**src/rtl/direction_control_if.sv**
```systemverilog
`default_nettype none
// +----------------------------------------------------------------------+
// | direction_control_if : sensor/command/timebase/motor bundle           |
// | Rev 1.0                                                               |
// +----------------------------------------------------------------------+
interface direction_control_if;
  logic        sensor_l;
  logic        sensor_m;
  logic        sensor_r;
  logic [2:0]  input_action;
  logic [20:0] count_in;
  logic        count_reset;
  logic        motor_l_reset;
  logic        motor_l_direction;
  logic        motor_r_reset;
  logic        motor_r_direction;

  modport master (
    output sensor_l, sensor_m, sensor_r, input_action, count_in,
    input  count_reset, motor_l_reset, motor_l_direction, motor_r_reset, motor_r_direction
  );

  modport slave (
    input  sensor_l, sensor_m, sensor_r, input_action, count_in,
    output count_reset, motor_l_reset, motor_l_direction, motor_r_reset, motor_r_direction
  );
endinterface
`default_nettype wire

```
**src/rtl/direction_control.sv**
```systemverilog
`default_nettype none
// +----------------------------------------------------------------------+
// | direction_control : per-period latch of action/sensors, motor drive   |
// | Rev 1.0                                                               |
// +----------------------------------------------------------------------+
module direction_control #(
  parameter int unsigned PERIOD = 2_000_000
) (
  input  wire logic          clk,
  input  wire logic          reset,
  direction_control_if.slave bus
);

  localparam logic [20:0] C_LAST = 21'(PERIOD - 1);
  localparam logic [1:0]  C_FWD  = 2'd0;
  localparam logic [1:0]  C_REV  = 2'd1;
  localparam logic [1:0]  C_IDLE = 2'd2;

  typedef enum logic [0:0] {
    S_RESET = 1'b0,
    S_RUN   = 1'b1
  } state_t;

  state_t     r_state;
  logic [2:0] r_action;
  logic [2:0] r_sensors;
  logic       r_count_reset;
  logic       r_l_reset;
  logic       r_l_dir;
  logic       r_r_reset;
  logic       r_r_dir;

  // Returns {l_reset, l_dir, r_reset, r_dir}; right motor direction is mirrored.
  function automatic logic [3:0] f_decode(input logic [2:0] action, input logic [2:0] sensors);
    logic [1:0] l_cmd;
    logic [1:0] r_cmd;
    l_cmd = C_IDLE;
    r_cmd = C_IDLE;
    case (action)
      3'b000: begin
        case (sensors)
          3'b001, 3'b011: begin l_cmd = C_FWD;  r_cmd = C_IDLE; end
          3'b100, 3'b110: begin l_cmd = C_IDLE; r_cmd = C_FWD;  end
          default:        begin l_cmd = C_FWD;  r_cmd = C_FWD;  end
        endcase
      end
      3'b001:  begin l_cmd = C_REV;  r_cmd = C_FWD;  end
      3'b010:  begin l_cmd = C_FWD;  r_cmd = C_REV;  end
      3'b100:  begin l_cmd = C_REV;  r_cmd = C_REV;  end
      default: begin l_cmd = C_IDLE; r_cmd = C_IDLE; end
    endcase
    return {l_cmd == C_IDLE, l_cmd == C_FWD, r_cmd == C_IDLE, r_cmd == C_REV};
  endfunction

  logic [2:0] w_sensors;
  logic [3:0] w_next_cmd;
  logic [3:0] w_run_cmd;

  assign w_sensors  = {bus.sensor_l, bus.sensor_m, bus.sensor_r};
  assign w_next_cmd = f_decode(bus.input_action, w_sensors);
  assign w_run_cmd  = f_decode(r_action, r_sensors);

  always_ff @(posedge clk or negedge reset) begin
    if (!reset) begin
      r_state       <= S_RESET;
      r_action      <= 3'b011;
      r_sensors     <= 3'b000;
      r_count_reset <= 1'b1;
      r_l_reset     <= 1'b1;
      r_l_dir       <= 1'b0;
      r_r_reset     <= 1'b1;
      r_r_dir       <= 1'b0;
    end else begin
      case (r_state)
        S_RESET: begin
          r_state       <= S_RUN;
          r_action      <= bus.input_action;
          r_sensors     <= w_sensors;
          r_count_reset <= 1'b0;
          {r_l_reset, r_l_dir, r_r_reset, r_r_dir} <= w_next_cmd;
        end
        default: begin
          if (bus.count_in >= C_LAST) begin
            // Directions hold through the restart cycle; only the resets assert.
            r_state       <= S_RESET;
            r_count_reset <= 1'b1;
            r_l_reset     <= 1'b1;
            r_r_reset     <= 1'b1;
          end else begin
            r_state       <= S_RUN;
            r_count_reset <= 1'b0;
            {r_l_reset, r_l_dir, r_r_reset, r_r_dir} <= w_run_cmd;
          end
        end
      endcase
    end
  end

  assign bus.count_reset       = r_count_reset;
  assign bus.motor_l_reset     = r_l_reset;
  assign bus.motor_l_direction = r_l_dir;
  assign bus.motor_r_reset     = r_r_reset;
  assign bus.motor_r_direction = r_r_dir;

endmodule
`default_nettype wire

```
**src/flat_wrapper.sv**
```systemverilog
// flat-port wrapper written by rule: the top's interface ports become plain ports
module direction_control_flat 
#(
  parameter int unsigned PERIOD = 2_000_000
)
  (clk, reset, bus_sensor_l, bus_sensor_m, bus_sensor_r, bus_input_action, bus_count_in, bus_count_reset, bus_motor_l_reset, bus_motor_l_direction, bus_motor_r_reset, bus_motor_r_direction);
  direction_control_if bus_i ();
  input  wire logic clk;
  input  wire logic reset;
  input wire logic [$bits(bus_i.sensor_l)-1:0] bus_sensor_l;
  input wire logic [$bits(bus_i.sensor_m)-1:0] bus_sensor_m;
  input wire logic [$bits(bus_i.sensor_r)-1:0] bus_sensor_r;
  input wire logic [$bits(bus_i.input_action)-1:0] bus_input_action;
  input wire logic [$bits(bus_i.count_in)-1:0] bus_count_in;
  output wire logic [$bits(bus_i.count_reset)-1:0] bus_count_reset;
  output wire logic [$bits(bus_i.motor_l_reset)-1:0] bus_motor_l_reset;
  output wire logic [$bits(bus_i.motor_l_direction)-1:0] bus_motor_l_direction;
  output wire logic [$bits(bus_i.motor_r_reset)-1:0] bus_motor_r_reset;
  output wire logic [$bits(bus_i.motor_r_direction)-1:0] bus_motor_r_direction;
  assign bus_i.sensor_l = bus_sensor_l;
  assign bus_i.sensor_m = bus_sensor_m;
  assign bus_i.sensor_r = bus_sensor_r;
  assign bus_i.input_action = bus_input_action;
  assign bus_i.count_in = bus_count_in;
  assign bus_count_reset = bus_i.count_reset;
  assign bus_motor_l_reset = bus_i.motor_l_reset;
  assign bus_motor_l_direction = bus_i.motor_l_direction;
  assign bus_motor_r_reset = bus_i.motor_r_reset;
  assign bus_motor_r_direction = bus_i.motor_r_direction;
  direction_control #(.PERIOD(PERIOD)) u_core (.clk(clk), .reset(reset), .bus(bus_i));
endmodule
```
**config.mk**
```make
export PLATFORM = sky130hd
export DESIGN_NAME = direction_control_flat
export DESIGN_NICKNAME = d
export VERILOG_FILES = /design/src/rtl/direction_control_if.sv /design/src/rtl/direction_control.sv /design/src/flat_wrapper.sv
export SDC_FILE = /design/constraint.sdc
export NUM_CORES = 1
export LEC_CHECK = 0
export ABC_AREA = 1
export CAP_MARGIN = 10
export CORE_UTILIZATION = 43
export DETAILED_ROUTE_END_ITERATION = 8
export MAX_ROUTING_LAYER = met4
export PLACE_DENSITY = 0.91
export SLEW_MARGIN = 20
export SYNTH_ARGS = -nofsm -noshare
export SYNTH_HDL_FRONTEND = slang
export SYNTH_SLANG_ARGS = --single-unit
```
**constraint.sdc**
```tcl
create_clock -name clk -period 3 [get_ports clk]
set_input_delay 0.6 -clock clk [delete_from_list [all_inputs] [get_ports clk]]
set_output_delay 0.6 -clock clk [all_outputs]
set_load 0.05 [all_outputs]
```
---- Word-level counts from Yosys, hierarchy flattened ----
Index checks and enable logic that the tools add are counted.
storage, ports and cells
  register bits ........................... 12
  logic and storage cells ................. 62
operators by class
  magnitude comparators ................... 1
  equal/unequal tests ..................... 21
  muxes and demuxes ....................... 20
  reduce and logical (&&, ||, !) cells .... 12
operator list
  kind                  number
  $pmux 2 s3            4
  $ge 21x21->1 const B  1
  $eq 3x3->1 const B    6
  $reduce_or 2->1       8
  $eq 3x1->1 const B    4
  $eq 3x2->1 const B    4
  $mux 1                12
  $eq 2x2->1 const B    4
  $mux 2                4
  $logic_not 3->1       2
  $eq 2x1->1 const B    2
  $logic_not 2->1       2
  $ne 2x2->1 const B    1

---- Longest topological paths before layout ----
  depth in word-level cells ............... 7
  mapped depth ............................ 9

---- Worst setup path after synthesis ----
Ideal clock, no wire load.
  path type ............................... input port to flip-flop
  start ................................... in bus_count_in[14]
  end ..................................... reg u_core.r_l_dir, in the netlist u_core.bus.motor_l_direction
  library setup time ...................... 0.118 ns
  arrival time ............................ 1.157 ns
  slack ................................... 1.725 ns
  cell stages on the path ................. 8
  path through ............................ nor2_2 nand2_1 nor2_1 nand3_1 nand2_2 nand2_4 nand2_1 nand2_1
between the ends
  cells in the longest elaborated chain, start to end .. 2
RTL lines
  what                  RTL line                 source
  start, declared       flat_wrapper.sv:14       input wire logic [$bits(bus_i.count_in)-1:0] bus_count_in;
  $ge 21x21->1          direction_control.sv:83  if (bus.count_in >= C_LAST) begin
  $ne 2x2->1 (no line)  --
  end signal, assigned  direction_control.sv:80  {r_l_reset, r_l_dir, r_r_reset, r_r_dir} <= w_next_cmd;
  end signal, assigned  direction_control.sv:92  {r_l_reset, r_l_dir, r_r_reset, r_r_dir} <= w_run_cmd;
  end, declared         direction_control.sv:29  logic r_l_dir;
Every way passes these cells.
A chain may end at the register's enable or synchronous reset.

---- Worst setup path after layout ----
  start ................................... reg u_core.r_r_reset, in the netlist u_core.bus.motor_r_reset
  end ..................................... out bus_motor_r_reset
RTL lines
  what                    RTL line                 source
  start, declared         direction_control.sv:30  logic r_r_reset;
  start signal, assigned  direction_control.sv:80
  start signal, assigned  direction_control.sv:92
  end, declared           flat_wrapper.sv:18       output wire logic [$bits(bus_i.motor_r_reset)-1:0] bus_motor_r_reset;
No word-level cell between the ends.

==> metrics.txt <==
CTS tree=built; vias=between 800 and 900; top post-synthesis cells by count=42 x nand2_1, 16 x inv_1, 14 x nand3_1; Critical Path Max Stage Delay=slightly below 0.8 ns; R2R Path End=u_core.bus.motor_l_direction$_DFFE_PN0P_; Setup CP Type=register to output pin; Routability Congestion=0.849; leakage power=~0.55 nW; Slew Limit Fails=0; RSZ-0062 raised after global routing=no; Clock Skew=0.00685 ns; total iterations of the first detailed-routing run=4; most numerous cell in the Yosys netlist=nand2_1; Req. time, crit path=~2.4 ns; total global routing overflow=0; CP max stage cell=clkdlybuf4s50_1; R2R depth=5; Slew headroom=0.663; Synth Register Bits=11; Max Clock Freq=457 MHz; status=completed; fin util=0.705; fillers=~130; Netlist cell types=15; Post-Syn Nets=around 140; Finished Layout Cells=roughly 160; number of global-route vias before repair=700; total negative setup slack=0 ns; Least-Margin Pin Slew=0.503 ns; synth warn=0; fin crit period=2.19 ns; DP Cell Count=159; # DRC=0; hold_sp=u_core.bus.motor_r_direction$_DFFE_PN0P_; Critical R2R Launch=u_core.r_state$_DFF_PN0_; worst hold path class=register to register; IO Pins=34; largest net degree at the start of global routing=15; Final nets=177; CTS sink count=11; Hold Vio Cnt, Final=0; global-route wire length before repair=2620 µm; Netlist Area Pre-Place=approximately 720 µm²; Initial Utilization=0.470; Crit. End Element=output pin; post-synth top area share=0.218; pwr/cell area=586 nW/µm²; clock slew at reported path FFs=0.07 ns; Most used DFF post-synth=dfrtp_1; Startpoint Class=register; Post-CTS Resized=0; Rows=14; worst-skew pair later-pin latency=0.27 ns; Max-Cap Viols=0; hold endpoint=u_core.bus.motor_r_direction$_DFFE_PN0P_; TritonCTS buffer count=3; post-synth top area cell=nand2_1; register area share after synthesis=0.389; GR Util All Layers=0.191; hold-fix buffers at CTS=0; routed len/inst=approximately 10 µm; final WL=around 1700 µm; syn avg cell area=6.47 µm²; Buf/Inv on CP=1; critical path's top delay family=buffers and inverters; # diodes=0; clk buf depth=2; crit-path cells=clkdlybuf4s50_1; DP HPWL=1340 µm; clock root buffer=clkbuf_4; P&R area growth vs syn=49.9%; post-synthesis async set-or-reset flop share=1.00; CP arrival=1.59 ns; layout cells sized above 1=0.109; Tcrit/Tclk final=0.730; Peak supply drop=0.471 mV; die area=1850 µm²; via density per instance=4.93; initial antenna violation count=0; Worst Hold Depth=2; Starting DRT DRC Count=16; Die H=43.0 µm; Post-Synthesis Cells=112; top cells by area, synth=nand2_1 22%, dfrtp_1 21%, dfstp_2 18%, nand3_1 9.7%, inv_1 8.3%; Die Wd=43.0 µm; Routed Antenna Nets=0; H-tree depth=1; R2R setup slack=1.77 ns; Post-CTS Setup Inserts=0; Crit Path Max Fanout=1; IO Port Bufs=32; Post-synth EDFFs=0; # setup viols final=0; core area=1540 µm²
[registers in the layout (all words and copies together), names as in the netlist]
register / cells
u_core.r_state: 1
u_core.bus.motor_r_reset: 1
u_core.bus.motor_l_direction: 1
u_core.r_sensors: 2
u_core.bus.motor_r_direction: 1
u_core.r_action: 3
u_core.bus.count_reset: 1
u_core.bus.motor_l_reset: 1
[power breakdown]
group,total (mW),switching [mW],internal (mW)
sequential,0.231,0.0274,0.204
combinational,0.305,0.184,0.121
clock,0.101,0.0493,0.0515
[layer usage]
| layer | track usage | vias up | part of all wire |
|---|---|---|---|
| met5 | - | - | 0 |
| met4 | 0.0727 | 0 | 0.013 |
| met3 | 0.0298 | 3 | 0.072 |
| met2 | 0.361 | 30 | 0.49 |
| met1 | 0.193 | 351 | 0.42 |
| li1 | - | 419 | - |
[final cells by class]
cell class	count	area (µm²)	share of cell area
multi-input combinational	83	374	0.344
timing repair buffer	32	320	0.295
sequential	11	282	0.259
inverter	17	63.8	0.0588
clock buffer	4	26.3	0.0242
tap	16	20.0	0.0184
[placed cells by master (no fill, tap or decap)]
master	Yosys	layout
nand2_1	42	42
clkdlybuf4s50_1	0	32
inv_1	16	16
nand3_1	14	14
nor2_1	9	9
o21ai_0	6	6
dfrtp_1	6	6
dfstp_2	5	5
nor2_2	4	4
clkbuf_4	0	3
nand2_2	2	2
o211ai_1	2	2
nand4_1	2	2
or2_0	1	1
nand2_4	1	1
inv_2	1	1
clkbuf_1	0	1
[worst register-to-register path: stages (launching register included)]
cell and delay [ns]:
dfrtp_1 0.59, nand3_1 0.14, nor2_2 0.19, nand2_4 0.10
nand2_1 0.07, nand2_1 0.04
[kinds of logic (layout without fill, tap and decap cells)]
logic type	count (synthesis)	count (layout)	synth area share
buffers and inverters	18	53	0.0950
AOI/OAI and AO/OA	8	8	0.0622
and+or+nand+nor	75	75	0.454
DFF	11	11	0.389
[how the worst max path moves through the flow]
stage / start / end / slack, ns / cells after the start
2_1_floorplan: bus_count_in[14] / u_core.bus.motor_l_direction$_DFFE_PN0P_ / 1.72 / 8
3_3_place_gp: u_core.bus.count_reset$_DFF_PN1_ / bus_count_reset / 1.12 / 1
3_5_place_dp: u_core.bus.motor_r_reset$_DFF_PN1_ / bus_motor_r_reset / 1.11 / 1
4_1_cts: u_core.bus.motor_r_reset$_DFF_PN1_ / bus_motor_r_reset / 0.80 / 1
5_1_grt: u_core.bus.motor_r_reset$_DFF_PN1_ / bus_motor_r_reset / 0.78 / 1
6_report: u_core.bus.motor_r_reset$_DFF_PN1_ / bus_motor_r_reset / 0.81 / 1
[metrics by stage]
stage	worst slack [ns]	hold slack (ns)	cell area (µm²)	power (mW)
floorplan	1.72	0.304	724	0.427
global route	0.775	0.542	1090	0.679
detailed placement	1.11	0.492	1060	0.538
global placement	1.12	0.476	1060	0.530
finish	0.810	0.507	1090	0.637
CTS	0.805	0.508	1090	0.640
No activity file was read; power rests on OpenSTA's default activity.
